### src/rtl/div_iter_pkg.sv
// Shared definitions for the iterative radix-2 divider.
//   DIV_OP_*    : request opcode encodings seen on req_op_i.
//   divState_e  : controller states (IDLE, CALC, FIXUP).
//   magnitude() : conditional two's-complement negate. It forms |x| at
//                 accept and re-applies the sign at fixup.
package div_iter_pkg;

  localparam logic [1:0] DIV_OP_DIV  = 2'd0;
  localparam logic [1:0] DIV_OP_DIVU = 2'd1;
  localparam logic [1:0] DIV_OP_REM  = 2'd2;
  localparam logic [1:0] DIV_OP_REMU = 2'd3;

  typedef enum logic [1:0] {
    IDLE  = 2'd0,
    CALC  = 2'd1,
    FIXUP = 2'd2
  } divState_e;

  // Negating the most-negative value returns that value. Read as unsigned,
  // this is the correct magnitude, so overflow needs no special case.
  function automatic logic [63:0] magnitude(input logic [63:0] value,
                                            input logic        negate);
    return negate ? (~value + 64'd1) : value;
  endfunction

endpackage

### src/rtl/div_iter_step.sv
// One restoring-division step. The module is purely combinational.
//   i_rem     : partial remainder (always below the divisor)
//   i_inBit   : next dividend bit shifted in at the bottom
//   i_divisor : divisor magnitude
//   o_rem     : updated partial remainder
//   o_qBit    : quotient bit produced by this step
module div_iter_step (
  input  logic [63:0] i_rem,
  input  logic        i_inBit,
  input  logic [63:0] i_divisor,
  output logic [63:0] o_rem,
  output logic        o_qBit
);

  logic [64:0] w_shifted;
  logic [64:0] w_diff;

  // The shifted remainder can reach 65 bits. Its difference with the
  // divisor fits in 65-bit two's complement, so bit 64 is a reliable sign.
  // When the subtraction is rejected, the shifted value is below the
  // divisor, so its low 64 bits hold the whole value.
  assign w_shifted = {i_rem, i_inBit};
  assign w_diff    = w_shifted - {1'b0, i_divisor};
  assign o_qBit    = ~w_diff[64];
  assign o_rem     = o_qBit ? w_diff[63:0] : w_shifted[63:0];

endmodule

### src/rtl/div_iter.sv
// Iterative radix-2 integer divider for RV64M DIV/DIVU/REM/REMU and the W
// variants. It produces one quotient bit per cycle, and divide-by-zero
// skips the iteration.
//   clk_i, rst_ni               : clock, synchronous active-high reset
//   operand_a_i, operand_b_i    : dividend, divisor
//   req_op_i, req_word_i        : opcode (DIV_OP_*), 32-bit W variant
//   req_valid_i / req_ready_o   : request handshake; ready while IDLE
//   flush_i                     : abort the in-flight operation
//   resp_valid_o, resp_value_o  : one-cycle result pulse; the value is held
module div_iter
  import div_iter_pkg::*;
#(
  parameter int XLEN = 64
) (
  input  logic            clk_i,
  input  logic            rst_ni,
  input  logic [XLEN-1:0] operand_a_i,
  input  logic [XLEN-1:0] operand_b_i,
  input  logic [1:0]      req_op_i,
  input  logic            req_word_i,
  input  logic            req_valid_i,
  output logic            req_ready_o,
  input  logic            flush_i,
  output logic            resp_valid_o,
  output logic [XLEN-1:0] resp_value_o
);

  divState_e   r_state, w_nextState;
  logic [63:0] r_quo, r_rem, r_div, r_respValue;
  logic [5:0]  r_cnt;
  logic        r_negQ, r_negR, r_isRem, r_word, r_divZero, r_respValid;

  logic        w_signed, w_isRem, w_accept, w_divZero, w_validD;
  logic        w_aNeg, w_bNeg, w_stepQ, w_resNeg;
  logic [63:0] w_aExt, w_bExt, w_aMag, w_bMag, w_stepRem;
  logic [63:0] w_resMag, w_resSigned, w_preResult, w_result;

  // A flush in IDLE blocks the accept, so a flushed request is never latched.
  assign w_accept  = req_valid_i && (r_state == IDLE) && !flush_i;
  assign w_signed  = (req_op_i == DIV_OP_DIV) || (req_op_i == DIV_OP_REM);
  assign w_isRem   = (req_op_i == DIV_OP_REM) || (req_op_i == DIV_OP_REMU);

  // Operand conditioning at accept. Word ops use only the low halves,
  // extended according to signedness, so the remaining logic is uniform.
  always_comb begin
    w_aExt = operand_a_i;
    w_bExt = operand_b_i;
    if (req_word_i) begin
      w_aExt = {{32{w_signed & operand_a_i[31]}}, operand_a_i[31:0]};
      w_bExt = {{32{w_signed & operand_b_i[31]}}, operand_b_i[31:0]};
    end
  end

  assign w_aNeg    = w_signed & w_aExt[63];
  assign w_bNeg    = w_signed & w_bExt[63];
  assign w_aMag    = magnitude(w_aExt, w_aNeg);
  assign w_bMag    = magnitude(w_bExt, w_bNeg);
  assign w_divZero = (w_bExt == 64'd0);

  // The dividend shifts out of the top of r_quo while quotient bits enter
  // at the bottom.
  div_iter_step u_step (
    .i_rem     (r_rem),
    .i_inBit   (r_quo[63]),
    .i_divisor (r_div),
    .o_rem     (w_stepRem),
    .o_qBit    (w_stepQ)
  );

  // Controller state register.
  always_ff @(posedge clk_i) begin
    if (rst_ni) r_state <= IDLE;
    else        r_state <= w_nextState;
  end

  // Next-state logic. The result pulse request (w_validD) is raised only
  // in FIXUP, and a flush in that cycle cancels it.
  always_comb begin
    w_nextState = r_state;
    w_validD    = 1'b0;
    case (r_state)
      IDLE: begin
        if (w_accept) w_nextState = w_divZero ? FIXUP : CALC;
      end
      CALC: begin
        if (flush_i)             w_nextState = IDLE;
        else if (r_cnt == 6'd0)  w_nextState = FIXUP;
      end
      FIXUP: begin
        w_nextState = IDLE;
        w_validD    = !flush_i;
      end
      default: w_nextState = IDLE;
    endcase
  end

  // Result formation. Signs are re-applied to the magnitudes. A zero
  // divisor forces the quotient to all ones. The remainder path already
  // holds |a|, so it yields the dividend. Word ops sign-extend bit 31.
  assign w_resMag    = r_isRem ? r_rem  : r_quo;
  assign w_resNeg    = r_isRem ? r_negR : r_negQ;
  assign w_resSigned = magnitude(w_resMag, w_resNeg);

  always_comb begin
    w_preResult = w_resSigned;
    if (r_divZero && !r_isRem) w_preResult = '1;
    w_result = w_preResult;
    if (r_word) w_result = {{32{w_preResult[31]}}, w_preResult[31:0]};
  end

  // Datapath registers. These latch at accept and step once per CALC
  // cycle. For word ops, the 32-bit dividend is placed at the top of
  // r_quo, so 32 steps consume it and leave the quotient in the low half.
  always_ff @(posedge clk_i) begin
    if (rst_ni) begin
      r_quo       <= '0;
      r_rem       <= '0;
      r_div       <= '0;
      r_cnt       <= '0;
      r_negQ      <= 1'b0;
      r_negR      <= 1'b0;
      r_isRem     <= 1'b0;
      r_word      <= 1'b0;
      r_divZero   <= 1'b0;
      r_respValid <= 1'b0;
      r_respValue <= '0;
    end else begin
      r_respValid <= w_validD;
      if (w_validD) r_respValue <= w_result;
      if (w_accept) begin
        r_quo     <= req_word_i ? {w_aMag[31:0], 32'd0} : w_aMag;
        r_rem     <= w_divZero ? w_aMag : 64'd0;
        r_div     <= w_bMag;
        r_cnt     <= req_word_i ? 6'd31 : 6'd63;
        r_negQ    <= w_aNeg ^ w_bNeg;
        r_negR    <= w_aNeg;
        r_isRem   <= w_isRem;
        r_word    <= req_word_i;
        r_divZero <= w_divZero;
      end else if (r_state == CALC) begin
        r_quo <= {r_quo[62:0], w_stepQ};
        r_rem <= w_stepRem;
        r_cnt <= r_cnt - 6'd1;
      end
    end
  end

  assign req_ready_o  = (r_state == IDLE);
  assign resp_valid_o = r_respValid;
  assign resp_value_o = r_respValue;

endmodule
### config.mk
export PLATFORM = sky130hd
export DESIGN_NAME = div_iter
export DESIGN_NICKNAME = d
export VERILOG_FILES = /design/src/rtl/div_iter_pkg.sv /design/src/rtl/div_iter_step.sv /design/src/rtl/div_iter.sv
export SDC_FILE = /design/constraint.sdc
export NUM_CORES = 1
export LEC_CHECK = 0
export ABC_CLOCK_PERIOD_IN_PS = 11600
export BUFFER_PORTS_ARGS = -buffer_cell sky130_fd_sc_hd__buf_2
export CORE_ASPECT_RATIO = 1.25
export CORE_MARGIN = 2
export CORE_UTILIZATION = 30
export CTS_BUF_LIST = sky130_fd_sc_hd__clkbuf_16
export CTS_CLUSTER_DIAMETER = 40
export CTS_CLUSTER_SIZE = 12
export DETAILED_ROUTE_END_ITERATION = 8
export GPL_TIMING_DRIVEN = 0
export SLEW_MARGIN = 15
export SYNTH_ARGS = -nofsm -noshare
export SYNTH_HDL_FRONTEND = slang
export SYNTH_SLANG_ARGS = --single-unit
### constraint.sdc
create_clock -name clk_i -period 11.6 [get_ports clk_i]
set_input_delay 1.16 -clock clk_i [delete_from_list [all_inputs] [get_ports clk_i]]
set_output_delay 1.16 -clock clk_i [all_outputs]
set_load 0.1 [all_outputs]
* After elaboration in Yosys (flattened, before gate mapping) *
Cells that the tools add are included.

operators by class
  add/sub/neg operators = 5
  eq/ne operators = 6
  mux-type cells = 25
  bitwise gates (word level) = 9
  reduce and logical (&&, ||, !) cells = 13

operator list
  cell                   count
  $mux 64                15
  $add 64x1->64 const B  3
  $not 64->64            3
  $sub 65x64->65         1
  $logic_not 64->1       1
  $mux 6                 3
  $mux 2                 4
  $eq 2x2->1 const B     3
  $logic_not 6->1        1
  $sub 6x1->6 const B    1
  $and 1x1->1            4
  $logic_not 2->1        2
  $pmux 2 s2             1
  $logic_and 1x1->1      3
  $ne 3x3->1 const B     1
  $eq 2x1->1 const B     1
  $logic_not 1->1        2
  $logic_or 1x1->1       2
  $mux 1                 2
  $ne 2x1->1 const B     1
  $reduce_and 2->1       1
  $reduce_bool 2->1      1
  $not 1->1              1
  $xor 1x1->1            1

word-level totals
  register bits = 270
  output and inout port bits = 66

* Depth between registers and ports, before layout *
Gate-level depths: netlist (run 1).

  depth after elaboration = 9
  gate-level depth with buffers = 22

* Hierarchy *
From an unflattened synthesis (run 1), not the netlist that was laid out.

second synthesis, totals
  cells, all modules = 3039
  area total of the unflattened synthesis = 22152.5 um^2

by module, submodules not included
  module         instances  cells an instance  area each (um^2)  seq. area each (um^2)
  div_iter       1          2312               17055.1           5405.2
  div_iter_step  1          727                5097.4            0.0

* Least setup slack after synthesis (run 1) *
OpenSTA, ideal clock, no wires.

  path kind = reg2reg
  start point = register r_isRem
  end point = register r_respValue[60] (netlist: resp_value_o[60])
  setup time = 0.132 ns
  arrival time = 5.446 ns
  data required time = 11.468 ns
  slack = 6.022 ns
  cell stages (with the launch flop) = 23
  clock period less this slack = 5.578 ns
  path through = dfxtp_1 clkbuf_2 buf_2 buf_2 buf_2 buf_2 buf_2 clkbuf_1 buf_2 buf_1 buf_1 mux2i_1 ha_1 o21ai_0 nand4bb_1 nor4_1 and4_1 nand3_1 nor2_1 or4b_1 o41ai_1 xnor2_1 a21oi_1

on the way
  cells in the longest elaborated chain, start to end = 6

RTL lines
  element                 line                RTL
  from (decl)             div_iter.sv:31      logic r_negQ, r_negR, r_isRem, r_word, r_divZero, r_respValid;
  from (signal assigned)  div_iter.sv:137     r_isRem <= w_isRem;
  $mux 64                 div_iter.sv:100     assign w_resMag = r_isRem ? r_rem : r_quo;
  $not 64->64             div_iter_pkg.sv:23  return negate ? (~value + 64'd1) : value;
  $add 64x1->64           div_iter_pkg.sv:23
  $mux 64                 div_iter_pkg.sv:23
  $mux 64 *               div_iter.sv:106     if (r_divZero && !r_isRem) w_preResult = '1;
  $mux 64 *               div_iter.sv:108     if (r_word) w_result = {{32{w_preResult[31]}}, w_preResult[31:0]};
  to (signal assigned)    div_iter.sv:129     if (w_validD) r_respValue <= w_result;
  to (decl)               div_iter.sv:29      logic [63:0] r_quo, r_rem, r_div, r_respValue;

Mark *: on every way between the ends. The rest lies on a longest branch, timed or not.
A chain may end at the register's enable or synchronous reset.

* Final worst setup path (run 1) *
Same ends and word-level chain as after synthesis.

==> run metrics, run 1 <==
Pleak=9.376 nW; Routed WL=between 100000 and 150000 microns; Wirelength per Cell=26.03 microns; peak supply drop=0.1025 mV; nets@finish=3355; r2r startpoint=r_isRem; IO Port Bufs=198; Setup crit start=r_isRem; Initial Util=a little over 30%; FP Rows=108; P&R area growth vs syn=15.64%; Max Clk Rate=0.1259 GHz; first-pass GRT wire length=152500 microns; final cell count without fillers=4111; DP HPWL=87250 microns; Worst R2R Path Depth=22; fraction of layout cells with a size suffix above 1=under 10%; final setup vio count=0; Mapped Area=21070 sq um; Setup Crit Path Kind=reg2reg; CP peak stage delay=0.83 ns; Yosys cell types=83; max-cap check violation count=0; Final Max Slew Viols=0; IO Pins=~200; Vert. Die Dim=~300 microns; First-pass DRT Iterations=8; Final TNS setup=0 ns; min-delay worst type=reg2reg; post-route ant nets=0; initial antenna violation count=9; ranking of synthesized cells by area=dfxtp_1, a21oi_1, o21ai_0; DR iter-0 viols=between 2000 and 2500; Synth area leader=dfxtp_1; top-area cell type share of the netlist area=between 20% and 30%; Placer Congestion=between 1 and 1.5; PwrDens=146.4 nW/um^2; Tmin final=slightly below 8 ns; worst slew pin tran=~1.3 ns; register bit total from synthesis=270; Largest delay share family, worst path=buffers and inverters; postcts setup bufs=0; worst skew pair latency=0.55 ns; Syn Nets=slightly above 3000; vias in the first global route=22540; Worst setup SP type=flop; Post-synth top flop=dfxtp_1; Arr. time, crit path=8.35 ns; crit path max-delay cell type=buf_1; top-count cell post-synth=a21oi_1; Vias=around 23000; Data required, critical path=~12 ns; clock root buffer=clkbuf_16; Overflow after GRT=0; Critical path buffers and inverters=10; placed insts=4047; Slew Limit Headroom=12.44%; Avg Vias per Cell=approximately 5.6; Total GRT Usage=roughly 29%; clk buf depth=3; Hold Path Sink=r_div[49]; Core Area=69460 sq um; CTS Hold Bufs=0; Tcrit/Tclk final=68.46%; Setup crit end kind=flop; Async S/R FF share, synth=0%; Hold Fails Final Rpt=0; H-tree depth=2; CP max FO=10; sequential fraction of the synthesis area=between 20% and 30%; RSZ-0062 raised after global routing=false; number of flops mapped to enable cells by yosys=0; Mapped Cells=2913; Synth top cells by count=a21oi_1, nor2_1, dfxtp_1, nand2_1, o21ai_0; clock sink count=270; Hold Crit Depth=2; status=completed; Hold Path Origin=r_div[49]; largest net degree at the start of global routing=13; worst-path cell chain=clkbuf_2 > buf_2 > buf_2 > buf_2 > buf_2 > buf_2 > clkbuf_1 > buf_2 > buf_1 > buf_1 > mux2i_1 > ha_1 > o21ai_0 > nand4bb_1 > nor4_1 > and4_1 > nand3_1 > nor2_1 > or4b_1 > o41ai_1 > xnor2_1 > a21oi_1; Die Width=approximately 240 microns; Yosys warnings=0; drt drc=0; Worst-path clk slew=0.06 ns; number of gates resized after cts=0; cell mode on critical path=buf_2; flop2flop setup slack=roughly 3.7 ns; DIE AREA=72380 sq um; final clock skew=~0.022 ns; r2r endpoint=resp_value_o[60]; CTS tree=yes; Syn Area/Cell=around 7.2 sq um; cts bufs inserted=36
==> layer usage <==
metal	share of wire, %	vias to the layer above	wire [microns]	track usage, %
li1	-	11010	-	-
met1	38	10790	40200	32.62
met2	47	1056	49820	48.15
met3	7.5	339	7999	5.398
met4	8.3	10	8898	20.83
met5	0.065	-	70	0
==> worst max-delay path by stage <==
stage | endpoint | cells past startpoint | slack (ns)
after global routing | resp_value_o[60] | 22 | 3.33
after global placement | resp_value_o[60] | 22 | 3.78
after detailed placement | resp_value_o[60] | 22 | 3.84
final | resp_value_o[60] | 22 | 3.66
after floorplan | resp_value_o[60] | 22 | 6.02
after CTS | resp_value_o[60] | 22 | 3.81
==> area by class of cell <==
class                      count  area, sq um
fill                        7664        45090
multi-input combinational   2334        14510
sequential                   270         5405
tap                          935         1170
timing repair buffer         199        998.5
clock buffer                  37        925.9
buffer                       206        787.0
inverter                     103        386.6
clock inverter                25        178.9
antenna                        2        5.005
==> state kept, by name, indices dropped and copies added (netlist names) <==
register      cells
r_word            1
resp_value_o     64
r_cnt             6
r_state           2
r_isRem           1
r_divZero         1
r_negR            1
r_quo            64
r_rem            64
r_div            64
resp_valid_o      1
r_negQ            1
==> cells in the final DEF (no fill, tap or decap), drive strengths merged, types with 9 or more instances in the layout <==
cell type | synthesis | routed
a211oi | 115 | 115
a21o | 46 | 46
a21oi | 326 | 326
a221oi | 15 | 15
a22oi | 13 | 13
a311oi | 16 | 16
a31oi | 18 | 18
and2 | 14 | 14
and3 | 13 | 13
buf | 27 | 226
clkbuf | 179 | 216
clkinv | 1 | 10
dfxtp | 270 | 270
ha | 69 | 69
inv | 102 | 114
mux2i | 91 | 91
nand2 | 261 | 261
nand2b | 35 | 35
nand3 | 35 | 35
nand4 | 24 | 24
nor2 | 317 | 317
nor2b | 27 | 27
nor3 | 113 | 113
nor4 | 31 | 31
o21a | 9 | 9
o21ai | 254 | 254
o21bai | 19 | 19
o22a | 14 | 14
o22ai | 12 | 12
o31ai | 35 | 35
o32a | 10 | 10
o32ai | 14 | 14
o41ai | 12 | 12
or2 | 9 | 9
or3 | 22 | 22
or4 | 12 | 12
xnor2 | 115 | 115
xor2 | 122 | 122
==> kinds of logic (layout without fill, tap and decap cells) <==
logic type	count (synthesis)	after routing	synth area share, %
multiplexers	95	95	4.537
buffers and inverters	309	570	5.570
AND/OR/NAND/NOR	939	939	20.88
adder cells (fa/ha/maj)	70	70	4.192
AO/OA/AOI/OAI	993	993	29.32
other	0	2	0
flip-flops	270	270	25.65
XOR/XNOR	237	237	9.852
==> per-stage QoR <==
stage               util, %  power [mW]  cell area, sq um  setup slack, ns  hold WS, ns
finish                35.08       3.566             24360            3.659       0.4499
global route          35.07       3.713             24360            3.327       0.4721
CTS                   35.06       3.528             24350            3.807       0.4524
floorplan                 -       1.985             21070            6.022       0.4250
detailed placement    33.47       2.466             23250            3.838       0.4403
global placement      33.45       2.462             23230            3.779       0.4367
==> where the power goes <==
group	internal (mW)	total, mW	switching [mW]
clock	0.608	1.08	0.467
combinational	0.480	1.43	0.945
sequential	0.982	1.07	0.0843
==> tightest hold or removal path: cells and delay by family, from the launching register on <==
| kind | cells | cell delay, ns |
|---|---|---|
| flops | 1 | 0.31 |
| simple gates | 1 | 0.05 |
| compound gates | 1 | 0.05 |
(Power assumes the default switching activity.)
==> inputs of run 2 (changes only) <==
--- a/config.mk
+++ b/config.mk
@@ -5,7 +5,7 @@
 export SDC_FILE = /design/constraint.sdc
 export NUM_CORES = 1
 export LEC_CHECK = 0
-export ABC_CLOCK_PERIOD_IN_PS = 11600
+export ABC_CLOCK_PERIOD_IN_PS = 8200
 export BUFFER_PORTS_ARGS = -buffer_cell sky130_fd_sc_hd__buf_2
 export CORE_ASPECT_RATIO = 1.25
 export CORE_MARGIN = 2
==> constraint.sdc (replaced) <==
create_clock -name clk_i -period 8.2 [get_ports clk_i]
set_input_delay 0.82 -clock clk_i [delete_from_list [all_inputs] [get_ports clk_i]]
set_output_delay 0.82 -clock clk_i [all_outputs]
set_load 0.1 [all_outputs]
==> run 2 against run 1 <==
- sequential share of layout area about the same
- non-clock buffer count unchanged
- critical path type unchanged
- via count about the same
- clock power grew 41%
- largest cell class unchanged
==> run metrics, run 2 (synthesis gave the netlist of run 1 again) <==
status=completed; peak supply drop=0.1449 mV; Data required, critical path=8.61 ns; Tmin final=7.612 ns; Hold Crit Depth=2; final setup vio count=0; r2r startpoint=r_isRem; Arr. time, crit path=8.02 ns; Placer Congestion=1.071; initial antenna violation count=9; cts bufs inserted=36; Vias=between 20000 and 25000; PwrDens=207.1 nW/um^2; First-pass DRT Iterations=8; Worst-path clk slew=0.06 ns; Hold Path Origin=r_div[49]; DR iter-0 viols=between 2000 and 2500; Tcrit/Tclk final=92.82%; max-cap check violation count=0; r2r endpoint=resp_value_o[60]; Fill cells=7663; P&R area growth vs syn=15.64%; Core Area=69460 sq um; Vert. Die Dim=300.3 microns; met3 Use GR=around 5.4%; Slew Limit Headroom=12.75%; worst skew pair latency=between 0.5 and 0.6 ns; Setup WS post-layout=around 0.6 ns; H-tree depth=2; most used routing layer in global routing=met2; vias in the first global route=about 23000; RSZ-0062 raised after global routing=false; leading cell type in the layout, fill and taps excluded=a21oi_1; Worst setup SP type=flop; Die Width=241.0 microns; fraction of layout cells with a size suffix above 1=9.704%; drt drc=0; CTS tree=yes; DIE AREA=approximately 72000 sq um; Setup Crit Path Kind=reg2reg; clock sink count=270; Avg Vias per Cell=roughly 5.6; Routed WL=approximately 110000 microns; Initial Util=30.34%; M1 GR Usage=32.62%; worst slew pin tran=1.305 ns; CP max FO=10; FF+latch area=5405 sq um; DP HPWL=87250 microns; Worst R2R Path Depth=22; Wirelength per Cell=26.03 microns; largest net degree at the start of global routing=13; Final TNS setup=0 ns; multi-input logic area=14510 sq um; IO Port Bufs=198; Hold Path Sink=r_div[49]; clk buf depth=3; post-route ant nets=0; Hold Fails Final Rpt=0; nets@finish=3355; min-delay worst type=reg2reg; Overflow after GRT=0; commonest cells after routing, fill and taps aside=a21oi_1, nor2_1, dfxtp_1; met2 track demand over resource=approximately half; FP Rows=108; first-pass GRT wire length=152500 microns; Setup crit end kind=flop; Max Clk Rate=roughly 0.13 GHz; clock root buffer=clkbuf_16; Pleak=9.380 nW; final clock skew=between 0.02 and 0.025 ns; Place WS=between 0.4 and 0.5 ns; Final Max Slew Viols=0; Total GRT Usage=between 20 and 30%; flop2flop setup slack=0.59 ns; IO Pins=201
[run 2: changes by cell type in the layout (fill, tap and decap cells not counted)]
cell,change
buf_1,-1
clkbuf_2,+1
[run 2: area by class of cell]
type / count / share of cell area [%]
Inverter: 103 / 1.587
Timing Repair Buffer: 199 / 4.098
Clock buffer: 37 / 3.800
Clock inverter: 25 / 0.7343
Buffer: 206 / 3.235
Tap cell: 935 / 4.801
Antenna cell: 2 / 0.02054
Multi-Input combinational cell: 2334 / 59.54
Sequential cell: 270 / 22.18
[run 2: stage by stage]
stage          cell area [sq um]  hold slack, ns  utilization (%)  total power, mW  cells
5_1_grt                    24360          0.4721            35.07            5.253   4109
3_3_place_gp               23230          0.4367            33.45            3.483   4046
3_5_place_dp               23250          0.4403            33.47            3.489   4047
2_1_floorplan              21070          0.4250                -            2.809   2913
6_report                   24370          0.4499            35.08            5.046   4111
4_1_cts                    24350          0.4524            35.06            4.991   4109
[run 2: worst max-delay path, cell delays in order, from the launching register on]
cell and delay [ns]:
dfxtp_1 0.31, clkbuf_2 0.19, buf_2 0.25, buf_2 0.26, buf_2 0.26, buf_2 0.25
buf_2 0.25, clkbuf_1 0.45, buf_2 0.43, buf_1 0.60, clkbuf_2 0.53, mux2i_1 0.38
ha_1 0.31, o21ai_0 0.10, nand4bb_1 0.25, nor4_1 0.53, and4_1 0.38, nand3_1 0.17
nor2_1 0.27, or4b_1 0.56, o41ai_1 0.41, xnor2_1 0.21, a21oi_1 0.10
[run 2: how the worst max path moves through the flow]
stage / endpoint / cells after the start / startpoint
after floorplan: resp_value_o[60] / 22 / r_isRem
after global placement: resp_value_o[60] / 22 / r_isRem
after detailed placement: resp_value_o[60] / 22 / r_isRem
after CTS: resp_value_o[60] / 22 / r_isRem
after global routing: resp_value_o[60] / 22 / r_isRem
final: resp_value_o[60] / 22 / r_isRem
[run 2: timing repair]
action | CTS | global route
hold buffers | 0 | 0
resized for setup | 0 | 2
setup endpoints to repair | 0 | 1
hold endpoints to repair | 0 | 0
buffers inserted | 0 | 0
[run 2: per-layer routing]
metal	vias to the layer above	wire length, microns	share of wire [%]
li1	11010	-	-
met1	10800	40240	38
met2	1052	49870	47
met3	335	7967	7.4
met4	10	8848	8.3
met5	-	70	0.065
[run 2: power breakdown]
| group | switching (mW) | total [mW] | internal [mW] |
|---|---|---|---|
| sequential | 0.119 | 1.51 | 1.39 |
| combinational | 1.34 | 2.02 | 0.680 |
| clock | 0.661 | 1.52 | 0.860 |
| total | 2.12 | 5.05 | 2.93 |
